### config.mk
export PLATFORM = sky130hd
export DESIGN_NAME = uart_cmd_wrapper
export DESIGN_NICKNAME = d
export VERILOG_FILES = /design/src/rtl/uart_cmd_wrapper.sv
export SDC_FILE = /design/constraint.sdc
export NUM_CORES = 1
export LEC_CHECK = 0
export ABC_CLOCK_PERIOD_IN_PS = 3450
export BUFFER_PORTS_ARGS = -buffer_cell sky130_fd_sc_hd__buf_2
export CORE_ASPECT_RATIO = 1.4
export CORE_MARGIN = 1
export CORE_UTILIZATION = 59
export DETAILED_ROUTE_END_ITERATION = 16
export HOLD_SLACK_MARGIN = 0.06
export MAX_ROUTING_LAYER = met4
export PLACE_DENSITY = 0.79
export SLEW_MARGIN = 0
export SYNTH_ARGS = -nofsm -noshare
export SYNTH_HDL_FRONTEND = slang
export SYNTH_SLANG_ARGS = --single-unit
export TNS_END_PERCENT = 1
### constraint.sdc
create_clock -name clk -period 3.45 [get_ports clk]
set_input_delay 0.345 -clock clk [delete_from_list [all_inputs] [get_ports clk]]
set_output_delay 0.345 -clock clk [all_outputs]
set_load 0.005 [all_outputs]
### src/rtl/uart_cmd_wrapper.sv
// uart_cmd_wrapper: robot-side UART command endpoint. Receives 16-bit commands
// as two bytes (high first) and transmits 8-bit response bytes.
// Optional feature macro: CMD_TIMEOUT_EN (inter-byte timeout in WAIT_LO).
// Ports:
//   clk, rst_n      clock, synchronous active-low reset
//   RX / TX         serial in (async, idles high) / serial out (idles high)
//   cmd, cmd_rdy    assembled command and its valid flag
//   clr_cmd_rdy     single-cycle clear of cmd_rdy
//   resp, trmt      response byte and single-cycle send request
//   tx_done         response frame finished, held until next accepted trmt
module uart_cmd_wrapper #(
    parameter int BAUD_DIV     = 2604,
    parameter int TIMEOUT_BITS = 20
) (
    input  logic        clk,
    input  logic        rst_n,
    input  logic        RX,
    output logic        TX,
    output logic [15:0] cmd,
    output logic        cmd_rdy,
    input  logic        clr_cmd_rdy,
    input  logic [7:0]  resp,
    input  logic        trmt,
    output logic        tx_done
);

    localparam int CW = $clog2(BAUD_DIV);
    localparam logic [CW-1:0] C_LAST = CW'(BAUD_DIV - 1);
    // Preload so the first sample lands BAUD_DIV/2 clocks after the start
    localparam logic [CW-1:0] C_HALF = CW'(BAUD_DIV - BAUD_DIV / 2);

    if (BAUD_DIV < 8 || TIMEOUT_BITS < 1) begin : g_param_chk
        $error("uart_cmd_wrapper: BAUD_DIV must be >= 8, TIMEOUT_BITS >= 1");
    end

    typedef enum logic {
        WAIT_HI = 1'b0,
        WAIT_LO = 1'b1
    } state_t;

    // ---------------- RX bit-level receiver ----------------
    logic          r_rx_s1;
    logic          r_rx_s2;
    logic          r_rx_d;
    logic          r_rx_busy;
    logic [CW-1:0] r_rx_cnt;
    logic [3:0]    r_rx_idx;
    logic [7:0]    r_rx_sh;

    logic w_rx_start;
    logic w_rx_tick;
    logic w_rx_done;

    assign w_rx_start = r_rx_d & ~r_rx_s2 & ~r_rx_busy;
    assign w_rx_tick  = r_rx_busy & (r_rx_cnt == C_LAST);
    assign w_rx_done  = w_rx_tick & (r_rx_idx == 4'd9);

    always_ff @(posedge clk) begin
        if (!rst_n) begin
            r_rx_s1   <= 1'b1;
            r_rx_s2   <= 1'b1;
            r_rx_d    <= 1'b1;
            r_rx_busy <= 1'b0;
            r_rx_cnt  <= '0;
            r_rx_idx  <= '0;
            r_rx_sh   <= '0;
        end else begin
            r_rx_s1 <= RX;
            r_rx_s2 <= r_rx_s1;
            r_rx_d  <= r_rx_s2;
            if (w_rx_start) begin
                r_rx_busy <= 1'b1;
                r_rx_cnt  <= C_HALF;
                r_rx_idx  <= '0;
            end else if (r_rx_busy) begin
                if (w_rx_tick) begin
                    r_rx_cnt <= '0;
                    if (r_rx_idx == 4'd9) begin
                        r_rx_busy <= 1'b0;
                        r_rx_idx  <= '0;
                    end else begin
                        // start bit falls out the bottom after 9 shifts
                        r_rx_sh  <= {r_rx_s2, r_rx_sh[7:1]};
                        r_rx_idx <= r_rx_idx + 4'd1;
                    end
                end else begin
                    r_rx_cnt <= r_rx_cnt + 1'b1;
                end
            end
        end
    end

    // ---------------- command assembly FSM ----------------
    state_t      r_state;
    state_t      w_next;
    logic        w_lat_hi;
    logic        w_set_rdy;
    logic        w_to_hit;
    logic [7:0]  r_hi;
    logic [15:0] r_cmd;
    logic        r_cmd_rdy;

`ifdef CMD_TIMEOUT_EN
    localparam int TO_LIM = TIMEOUT_BITS * BAUD_DIV;
    localparam int TW     = $clog2(TO_LIM + 1);

    logic [TW-1:0] r_to_cnt;

    assign w_to_hit = (r_to_cnt == TW'(TO_LIM));

    // Held at zero outside WAIT_LO, so every entry starts from zero
    always_ff @(posedge clk) begin
        if (!rst_n) begin
            r_to_cnt <= '0;
        end else if (r_state != WAIT_LO || w_rx_start) begin
            r_to_cnt <= '0;
        end else if (!w_to_hit) begin
            r_to_cnt <= r_to_cnt + 1'b1;
        end
    end
`else
    // No timeout: WAIT_LO waits indefinitely for the low byte
    assign w_to_hit = 1'b0;
`endif

    always_ff @(posedge clk) begin
        if (!rst_n) begin
            r_state <= WAIT_HI;
        end else begin
            r_state <= w_next;
        end
    end

    always_comb begin
        w_next    = r_state;
        w_lat_hi  = 1'b0;
        w_set_rdy = 1'b0;
        unique case (r_state)
            WAIT_HI: begin
                if (w_rx_done) begin
                    w_lat_hi = 1'b1;
                    w_next   = WAIT_LO;
                end
            end
            WAIT_LO: begin
                if (w_rx_done) begin
                    w_set_rdy = 1'b1;
                    w_next    = WAIT_HI;
                end else if (w_to_hit) begin
                    w_next = WAIT_HI;
                end
            end
        endcase
    end

    always_ff @(posedge clk) begin
        if (!rst_n) begin
            r_hi      <= '0;
            r_cmd     <= '0;
            r_cmd_rdy <= 1'b0;
        end else begin
            if (w_lat_hi) begin
                r_hi <= r_rx_sh;
            end
            // set has priority over either clear source
            if (w_set_rdy) begin
                r_cmd     <= {r_hi, r_rx_sh};
                r_cmd_rdy <= 1'b1;
            end else if (clr_cmd_rdy ||
                         (w_rx_start && r_state == WAIT_HI)) begin
                r_cmd_rdy <= 1'b0;
            end
        end
    end

    assign cmd     = r_cmd;
    assign cmd_rdy = r_cmd_rdy;

    // ---------------- TX bit-level transmitter ----------------
    logic          r_tx;
    logic          r_tx_busy;
    logic [CW-1:0] r_tx_cnt;
    logic [3:0]    r_tx_idx;
    logic [8:0]    r_tx_sh;
    logic          r_tx_done;
    logic          w_tx_tick;

    assign w_tx_tick = r_tx_busy & (r_tx_cnt == C_LAST);

    always_ff @(posedge clk) begin
        if (!rst_n) begin
            r_tx      <= 1'b1;
            r_tx_busy <= 1'b0;
            r_tx_cnt  <= '0;
            r_tx_idx  <= '0;
            r_tx_sh   <= '1;
            r_tx_done <= 1'b0;
        end else if (!r_tx_busy) begin
            if (trmt) begin
                r_tx_busy <= 1'b1;
                r_tx_sh   <= {1'b1, resp};
                r_tx      <= 1'b0;
                r_tx_done <= 1'b0;
                r_tx_cnt  <= '0;
                r_tx_idx  <= '0;
            end
        end else if (w_tx_tick) begin
            r_tx_cnt <= '0;
            if (r_tx_idx == 4'd9) begin
                r_tx_busy <= 1'b0;
                r_tx_done <= 1'b1;
                r_tx      <= 1'b1;
                r_tx_idx  <= '0;
            end else begin
                r_tx     <= r_tx_sh[0];
                r_tx_sh  <= {1'b1, r_tx_sh[8:1]};
                r_tx_idx <= r_tx_idx + 4'd1;
            end
        end else begin
            r_tx_cnt <= r_tx_cnt + 1'b1;
        end
    end

    // Line forced idle while reset is held, without waiting for a clock
    assign TX      = r_tx | ~rst_n;
    assign tx_done = r_tx_done;

endmodule

Word-level counts from Yosys, hierarchy flattened
Cells that the tools add are included.

word-level totals
  flip-flop bits (word level) = 82
  input port bits = 13
  logic and storage cells = 89

operators by class
  add/sub/neg operators = 4
  equality and inequality tests = 7
  muxes and demuxes = 37
  bitwise operators = 12
  reductions and logical operators = 11

operators by type and width
  kind                                                             count
  12-bit two-way mux                                               4
  9-bit two-way mux                                                4
  12-bit by 1-bit adder with 12-bit output, second input constant  2
  12-bit equality test, second input constant                      2
  11-bit two-way mux                                               2
  1-bit two-way mux                                                21
  4-bit two-way mux                                                5
  4-bit by 1-bit adder with 4-bit output, second input constant    2
  4-bit equality test, second input constant                       2
  1-bit inverter                                                   6
  3-bit AND reduction                                              2
  2-bit nonzero test                                               3
  1-bit bitwise AND                                                5
  2-bit by 1-bit != test with 1-bit output, second input constant  2
  2-bit AND reduction                                              2
  4-bit AND reduction                                              1
  2-bit != test, second input constant                             1
  1-bit one-hot mux with 2 select lines                            1
  2-bit OR reduction                                               1
  1-bit logical AND                                                1
  1-bit logical OR                                                 1
  1-bit bitwise OR                                                 1

Longest topological paths before layout
Gate-level depths: netlist of the first run.

  depth in word-level cells = 7
  depth in mapped cells = 9

Least setup slack after synthesis of the first run
Ideal clock, no wire load.

  path type = register to register
  from = register r_rx_cnt[4]
  to = register r_cmd[10] (netlist: cmd[10])
  library setup time = 128 ps
  arrival = 2360 ps
  data required time = 3322 ps
  slack = 962 ps
  stages on the path, launching flop included = 10
  clock period less this slack = 2488 ps
  path through = dfxtp_1 > buf_2 > nor4b_4 > nand4_4 > nor4b_2 > ha_1 > clkbuf_1 > buf_2 > mux2i_1 > nor2_1

on the way
  cells in the longest elaborated chain, start to end = 5

RTL lines
  element                 RTL line  RTL
  from (decl)             46        logic [CW-1:0] r_rx_cnt;
  from (signal assigned)  87        r_rx_cnt <= r_rx_cnt + 1'b1;
  12-bit equality test    55        assign w_rx_tick = r_rx_busy & (r_rx_cnt == C_LAST);
  1-bit bitwise AND       55
  1-bit bitwise AND       56        assign w_rx_done = w_rx_tick & (r_rx_idx == 4'd9);
  1-bit two-way mux       146       if (w_rx_done) begin
  1-bit two-way mux       138       unique case (r_state)
  via w_set_rdy           97        logic w_set_rdy;
  to (signal assigned)    167       r_cmd <= {r_hi, r_rx_sh};
  to (decl)               100       logic [15:0] r_cmd;

The timed path passes the listed nets, and every way through them passes these cells.
A chain may end at the register's enable or synchronous reset.

Final worst setup path of the first run
  from = register r_tx_cnt[0]
  to = register r_tx_idx[3]

on the way
  cells in the longest elaborated chain, start to end = 4

RTL lines
  element                                             RTL line  RTL
  from (decl)                                         182       logic [CW-1:0] r_tx_cnt;
  from (signal assigned)                              220       r_tx_cnt <= r_tx_cnt + 1'b1;
  12-bit equality test                                188       assign w_tx_tick = r_tx_busy & (r_tx_cnt == C_LAST);
  1-bit bitwise AND                                   188
  2-bit by 1-bit != test with 1-bit output (no line)  n/a
  2-bit AND reduction (no line)                       n/a
  to (signal assigned)                                217       r_tx_idx <= r_tx_idx + 4'd1;
  to (decl)                                           183       logic [3:0] r_tx_idx;

Every way passes these cells.

==> metrics.yaml, run 1 <==
status:
  status: "finished, final reports clean"
worst_setup_path:
  cp_max_fo: 13
  reg2reg_depth: 5
  slowest_stage: "or4_1"
  r2r_start: "r_tx_cnt[0]"
  arrival_ns: 2.65
  crit_chain: "ha_1, and4b_1, nand3_1, or4_1, a31oi_1"
  r2r-end: "r_tx_idx[3]"
  critPathLaunchType: "flop"
  worstPathRequired_ns: 3.72
  worstSetupEndpoint: "r_tx_idx[3]"
  worstSetupEndpointType: "flop"
  cpPeakStageDelay_ns: 0.68
  r2r_slack_ns: 1.07
  crit_path_start: "r_tx_cnt[0]"
  criticalPathCategory: "reg -> reg"
synth:
  syn_inst: 411
  syn_nets: 430
  synth.area.top_cells: "dfxtp_1 44%, mux2i_1 11%, nor2_1 4.7%"
  ys_seq_area_frac: 0.437
  async_flop_share: 0
  synth_top_cell_by_area: "dfxtp_1"
  synth_cell_types: 54
  synth_top_area_share: 0.437
  synthFlopType: "dfxtp_1"
  synth_seq_cells: 81
  synth_area_um2: 3710
  synth_edf_count: 0
  avgSynthCellArea_um2: 9.04
  ys_warn_count: 0
route:
  final_antenna_net_count: 0
  drt-pass1-iter-count: 5
  wl_per_cell_um: 14.5
  drt_iter0_markers: 226
  wl_um: 7360
  vias: 3049
  via_per_inst: 5.99
  drcViolationCount: 0
timing:
  finalCritPeriodShare: 0.690
  setup_tns_ns: 0
  clock.fmax_ghz: 0.420
  rsz0062_at_grt: "no"
  drv_slew: 0
  finClkSkew_ns: 0.0131
  slew_headroom: 0.466
  hold_viol_final: 0
  tightest_slew_ns: 0.800
  period_minus_slack_ns: 2.38
  setup-violations-final: 0
floorplanning:
  fp.dieArea_um2: 6620
  ios: 32
  rows: 33
  die_w_um: 69.1
  core-area_um2: 5950
  die_y_um: 95.9
  start_util: 0.625
clocking:
  clkTransAtPathRegs_ns: 0.08
  numCtsBuffers: 9
  cts_buffer_depth: 2
  postCtsSetupBuffers: 0
  clkLatencyLatePin_ns: 0.36
  holdBufCountCts: 0
  cts_max_level: 3
  cts_resized: 0
  cts_tree: "yes"
  cts_root_buffer: "clkbuf_8"
  cts.sinks: 81
layout:
  area_growth_pct: 9.73
  antenna_cells: 0
  register_area_um2: 1620
  fill_cells: 507
  multiInputGateArea_um2: 1940
  utilization: 0.686
  nets: 453
  drive_gt1_frac: 0.132
worst_hold_path:
  holdCritPathClass: "in -> reg"
global_route:
  grt_pass1_vias: 2838
  grtUsageTotal: 0.244
  antenna_found_initial: 0
  grt_first_pass_wirelength_um: 12700
  grt_max_degree: 49
  grt-ovfl-total: 0
placement:
  hpwl_um: 4960
  place_congestion: 0.786
  io_buffers: 31
power:
  power_density_nw_per_um2: 423
  ir_drop_v: 0.000265
  power.leakage_nw: 1.53
flow_run:
  max-cap-violations: 0
synth_stat cells, drive strengths merged (4+ instances only):
cell type  count
nand2b         7
buf            6
dfxtp         81
a21oi         14
inv           17
mux2i         40
nor3           6
nand3b         5
nor2b          5
xnor2          8
o21ai         13
nand2         37
clkbuf        16
nor2          47
nand3         15
a31oi          7
nand4b         6
ha             6
or3           13
o31a           4
nand4         17
flip-flops by register name (all words and copies together), names as in the netlist, 4 cells and up:
register  flops
cmd          16
r_hi          8
r_rx_cnt     12
r_rx_idx      4
r_rx_sh       8
r_tx_cnt     12
r_tx_idx      4
r_tx_sh       8
power breakdown:
| group | internal [mW] | switching, mW | total (mW) |
|---|---|---|---|
| registers | 0.955 | 0.0174 | 0.972 |
| logic | 0.0363 | 0.0696 | 0.106 |
| clock network | 0.274 | 0.374 | 0.648 |
| total | 1.26 | 0.461 | 1.73 |
critical path: cells and delay by family, from the launching register on:
kind | cells | cell delay (ns)
compound gates | 1 | 0.18
fa+ha+maj | 1 | 0.26
flops | 1 | 0.42
simple gates | 3 | 1.45
cell usage in the layout (no fill, tap or decap), types with 3 or more instances in the layout:
master / Yosys / layout
dfxtp_1: 81 / 81
nor2_1: 47 / 47
mux2i_1: 40 / 40
nand2_1: 37 / 37
buf_2: 4 / 31
inv_1: 16 / 16
nand4_1: 16 / 16
nand3_1: 15 / 15
a21oi_1: 14 / 14
or3_1: 13 / 13
clkbuf_8: 0 / 9
o21ai_0: 8 / 8
xnor2_1: 8 / 8
nand2b_1: 7 / 7
nand4b_1: 6 / 6
a31oi_1: 6 / 6
ha_1: 6 / 6
nor2b_1: 5 / 5
nand3b_1: 5 / 5
nor3_1: 5 / 5
o21ai_1: 5 / 5
o31a_1: 4 / 4
nor4_1: 3 / 3
and4_1: 3 / 3
xor2_1: 3 / 3
and3_1: 3 / 3
or4_1: 3 / 3
inv_6: 0 / 3
clkinvlp_4: 0 / 3
buf_4: 0 / 3
stage by stage:
step	instances	cell area [µm²]	hold WS [ns]	total power, mW	setup slack (ns)
6_report	509	4080	0.201	1.73	1.07
3_3_place_gp	493	3890	0.402	1.09	1.19
3_5_place_dp	493	3890	0.403	1.10	1.12
5_1_grt	509	4080	0.198	1.79	0.887
4_1_cts	509	4080	0.189	1.74	1.05
2_1_floorplan	411	3710	0.386	1.07	0.962
worst min path at each step:
stage,startpoint,end,depth (start not counted)
after floorplan,r_rx_s1,r_rx_s2,1
after global placement,r_rx_s1,r_rx_s2,1
after detailed placement,r_rx_s1,r_rx_s2,1
after CTS,RX,r_rx_s1,2
after global routing,RX,r_rx_s1,2
final,RX,r_rx_s1,2
layout make-up:
class | count | area share
clock buffers | 9 | 0.0304
flip-flops and latches | 81 | 0.398
inverters | 17 | 0.0157
multi-input cells | 291 | 0.476
clock inverters | 7 | 0.0147
well taps | 70 | 0.0215
repair buffers | 34 | 0.0436
routing by layer:
layer / GRT usage / share of wire / up-vias
met4: 0.107 / 0.018 / 0
met2: 0.444 / 0.53 / 63
li1: - / - / 1516
met1: 0.264 / 0.43 / 1456
met5: - / 0 / -
met3: 0.0387 / 0.030 / 14
logic make-up (layout without fill, tap and decap cells):
logic type / after synthesis / after routing / synth area share
adders and majority gates: 6 / 6 / 0.0202
xor gates and xnor gates: 11 / 11 / 0.0259
buffers and inverters: 39 / 67 / 0.0408
AOI/OAI and AO/OA: 53 / 53 / 0.0957
muxes: 40 / 40 / 0.108
DFF: 81 / 81 / 0.437
and+or+nand+nor: 181 / 181 / 0.273
Note: power is estimated with default switching activity, not from simulation.
==> run 2: changes to the inputs <==
Settings changed: ABC_AREA set to 1, ABC_CLOCK_PERIOD_IN_PS 3450 to 2090, CORE_UTILIZATION 59 to 53, PLACE_DENSITY 0.79 to 0.75.
Clock period 3.45 ns to 2.09 ns, I/O delays scaled along.
==> run 2 against run 1 <==
Clock skew decreased by 0.0047 ns. Via count is 17% higher. Largest power group unchanged. Final area rose by 4.5%. Sequential cell count stayed put. Core utilization is 5.0 points lower. Combinational power rose by 140%. Synthesized cell count increased by 33%. Clock power is 81% higher. Die area grew 12%.
==> metrics.yaml, run 2 <==
floorplanning:
  die_w_um: 73.0
  fp.dieArea_um2: 7400
  die_y_um: 101
  start_util: 0.558
  core-area_um2: 6700
  ios: 32
  rows: 35
synth:
  syn_nets: 566
  synth_commonest_cells: "138 x nand2_1, 81 x dfxtp_1, 76 x nor2_1, 55 x nand3_1, 51 x inv_1"
  synth_edf_count: 0
  synth_most_common_cell: "nand2_1"
  ys_seq_area_frac: 0.434
  synth_cell_types: 29
  synth.area.top_cells: "dfxtp_1 43%, nand2_1 14%, nor2_1 7.6%"
  syn_inst: 547
  synth_top_cell_by_area: "dfxtp_1"
  ys_warn_count: 0
  synth_seq_cells: 81
  synth_top_area_share: 0.434
  avgSynthCellArea_um2: 6.83
  synthFlopType: "dfxtp_1"
  async_flop_share: 0
  synth_area_um2: 3740
route:
  wl_um: 8350
  drt-pass1-iter-count: 4
  vias: 3561
  wl_per_cell_um: 12.2
  via_per_inst: 5.21
  final_antenna_net_count: 0
  drt_iter0_markers: 153
  drcViolationCount: 0
timing:
  period_minus_slack_ns: 1.87
  setup_slack_ns: 0.221
  tightest_slew_ns: 0.548
  hold_viol_final: 0
  finalCritPeriodShare: 0.894
  slew_headroom: 0.634
  setup-violations-final: 0
  finClkSkew_ns: 0.00844
  setup_tns_ns: 0
  rsz0062_at_grt: "no"
  drv_slew: 0
  clock.fmax_ghz: 0.535
flow_run:
  max-cap-violations: 0
clocking:
  clkLatencyLatePin_ns: 0.35
  numCtsBuffers: 9
  cts_tree: "yes"
  cts.sinks: 81
  clkTransAtPathRegs_ns: 0.09
  cts_buffer_depth: 2
  cts_max_level: 3
  cts_root_buffer: "clkbuf_8"
power:
  power_density_nw_per_um2: 717
  ir_drop_v: 0.000565
  power.leakage_nw: 1.85
layout:
  mostFrequentLayoutCells: "138 x nand2_1, 81 x dfxtp_1, 74 x nor2_1, 55 x nand3_1, 51 x inv_1"
  fill_cells: 627
  drive_gt1_frac: 0.140
  nets: 605
  layout.cells.most_common: "nand2_1"
  largest_reg_flops: 16
  antenna_cells: 0
  finalInstanceArea_um2: 4260
  area_growth_pct: 13.9
placement:
  post-place-ws_ns: 0.132
  hpwl_um: 5960
  io_buffers: 31
  place_congestion: 0.885
  post_dp_cell_area_um2: 4040
global_route:
  grt_max_degree: 34
  grt_pass1_vias: 3402
  grt_first_pass_wirelength_um: 14500
  grtUsageTotal: 0.257
  grt-ovfl-total: 0
  antenna_found_initial: 0
worst_hold_path:
  holdCritPathClass: "in -> reg"
worst_setup_path:
  crit_top_cell: "inv_1"
  cp_max_fo: 25
  cpPeakStageDelay_ns: 0.37
  crit_chain: "inv_1, or2_2, nor2_2, inv_1, nor2_1, ha_1, buf_6, o21ai_0, a21oi_1"
  worstPathRequired_ns: 2.37
  worstSetupEndpointType: "flop"
  critPathLaunchType: "flop"
  arrival_ns: 2.15
  slowest_stage: "dfxtp_1"
  criticalPathCategory: "reg -> reg"
status:
  status: "finished, final reports clean"
## run 2: cell count changes after synthesis, sizes merged, moves of 20 or more
cell and delta:
nand2 +102, inv +41, mux2i -40, nor2 +30, o21ai +20, nand3 +41
a21oi +32
## run 2: logic make-up after synthesis
| family | after synthesis | share of synthesized area |
|---|---|---|
| AND/OR/NAND/NOR | 294 | 0.339 |
| flip-flops | 81 | 0.434 |
| AO/OA/AOI/OAI | 84 | 0.115 |
| adder cells (fa/ha/maj) | 6 | 0.0201 |
| buffers and inverters | 77 | 0.0807 |
| XOR/XNOR | 5 | 0.0117 |
## run 2: layout make-up
type	instances	area, µm²	share of cell area
Multi-Input combinational cell	389	1820	0.427
Clock buffer	9	124	0.0291
Sequential cell	81	1620	0.381
Inverter	58	218	0.0511
Tap cell	92	115	0.0270
Clock inverter	7	78.8	0.0185
Timing Repair Buffer	47	282	0.0661
## run 2: power by group
part / switching [mW] / internal, mW
clock: 0.607 / 0.562
combinational: 0.158 / 0.0999
sequential: 0.0397 / 1.59
total: 0.804 / 2.25
## run 2: per-stage QoR
step           hold WS [ns]  instances  utilization  total power, mW
6_report              0.193        683        0.635             3.05
5_1_grt               0.204        683        0.635             3.18
4_1_cts               0.182        683        0.634             3.07
3_5_place_dp          0.405        666        0.602             1.92
3_3_place_gp          0.399        666        0.602             1.91
2_1_floorplan         0.316        547            -             1.83
## run 2: path summary, 6_finish.rpt
kind | cells after the start | start | slack, ns | to
worst max-delay path | 9 | r_rx_idx[0] | 0.22 | cmd[7]
worst max register to register | 9 | r_rx_idx[0] | 0.22 | cmd[7]
worst min register to register | 1 | r_rx_s1 | 0.42 | r_rx_s2
worst min-delay path | 4 | resp[7] | 0.19 | r_tx_sh[7]
## run 2: repair_timing
item | in CTS | in global routing
setup buffers | 0 | 0
hold buffers | 1 | 0
hold endpoints to repair | 1 | 0
gates resized for setup | 0 | 3
setup endpoints to repair | 0 | 16
## run 2: critical path: cells and delay by family (launching register included)
family	cells	cell delay (ns)
AND/OR/NAND/NOR	3	0.61
flip-flops	1	0.37
buffers and inverters	3	0.36
AO/OA/AOI/OAI	2	0.26
adder cells (fa/ha/maj)	1	0.21
## run 2: metal layers
layer / global-route usage / share of wire / wire length, µm / vias to the layer above
met5: - / 0 / 0 / -
met4: 0.0965 / 0.012 / 97 / 0
met3: 0.0358 / 0.032 / 265 / 9
met2: 0.451 / 0.53 / 4390 / 55
met1: 0.295 / 0.43 / 3600 / 1664
li1: - / - / - / 1833
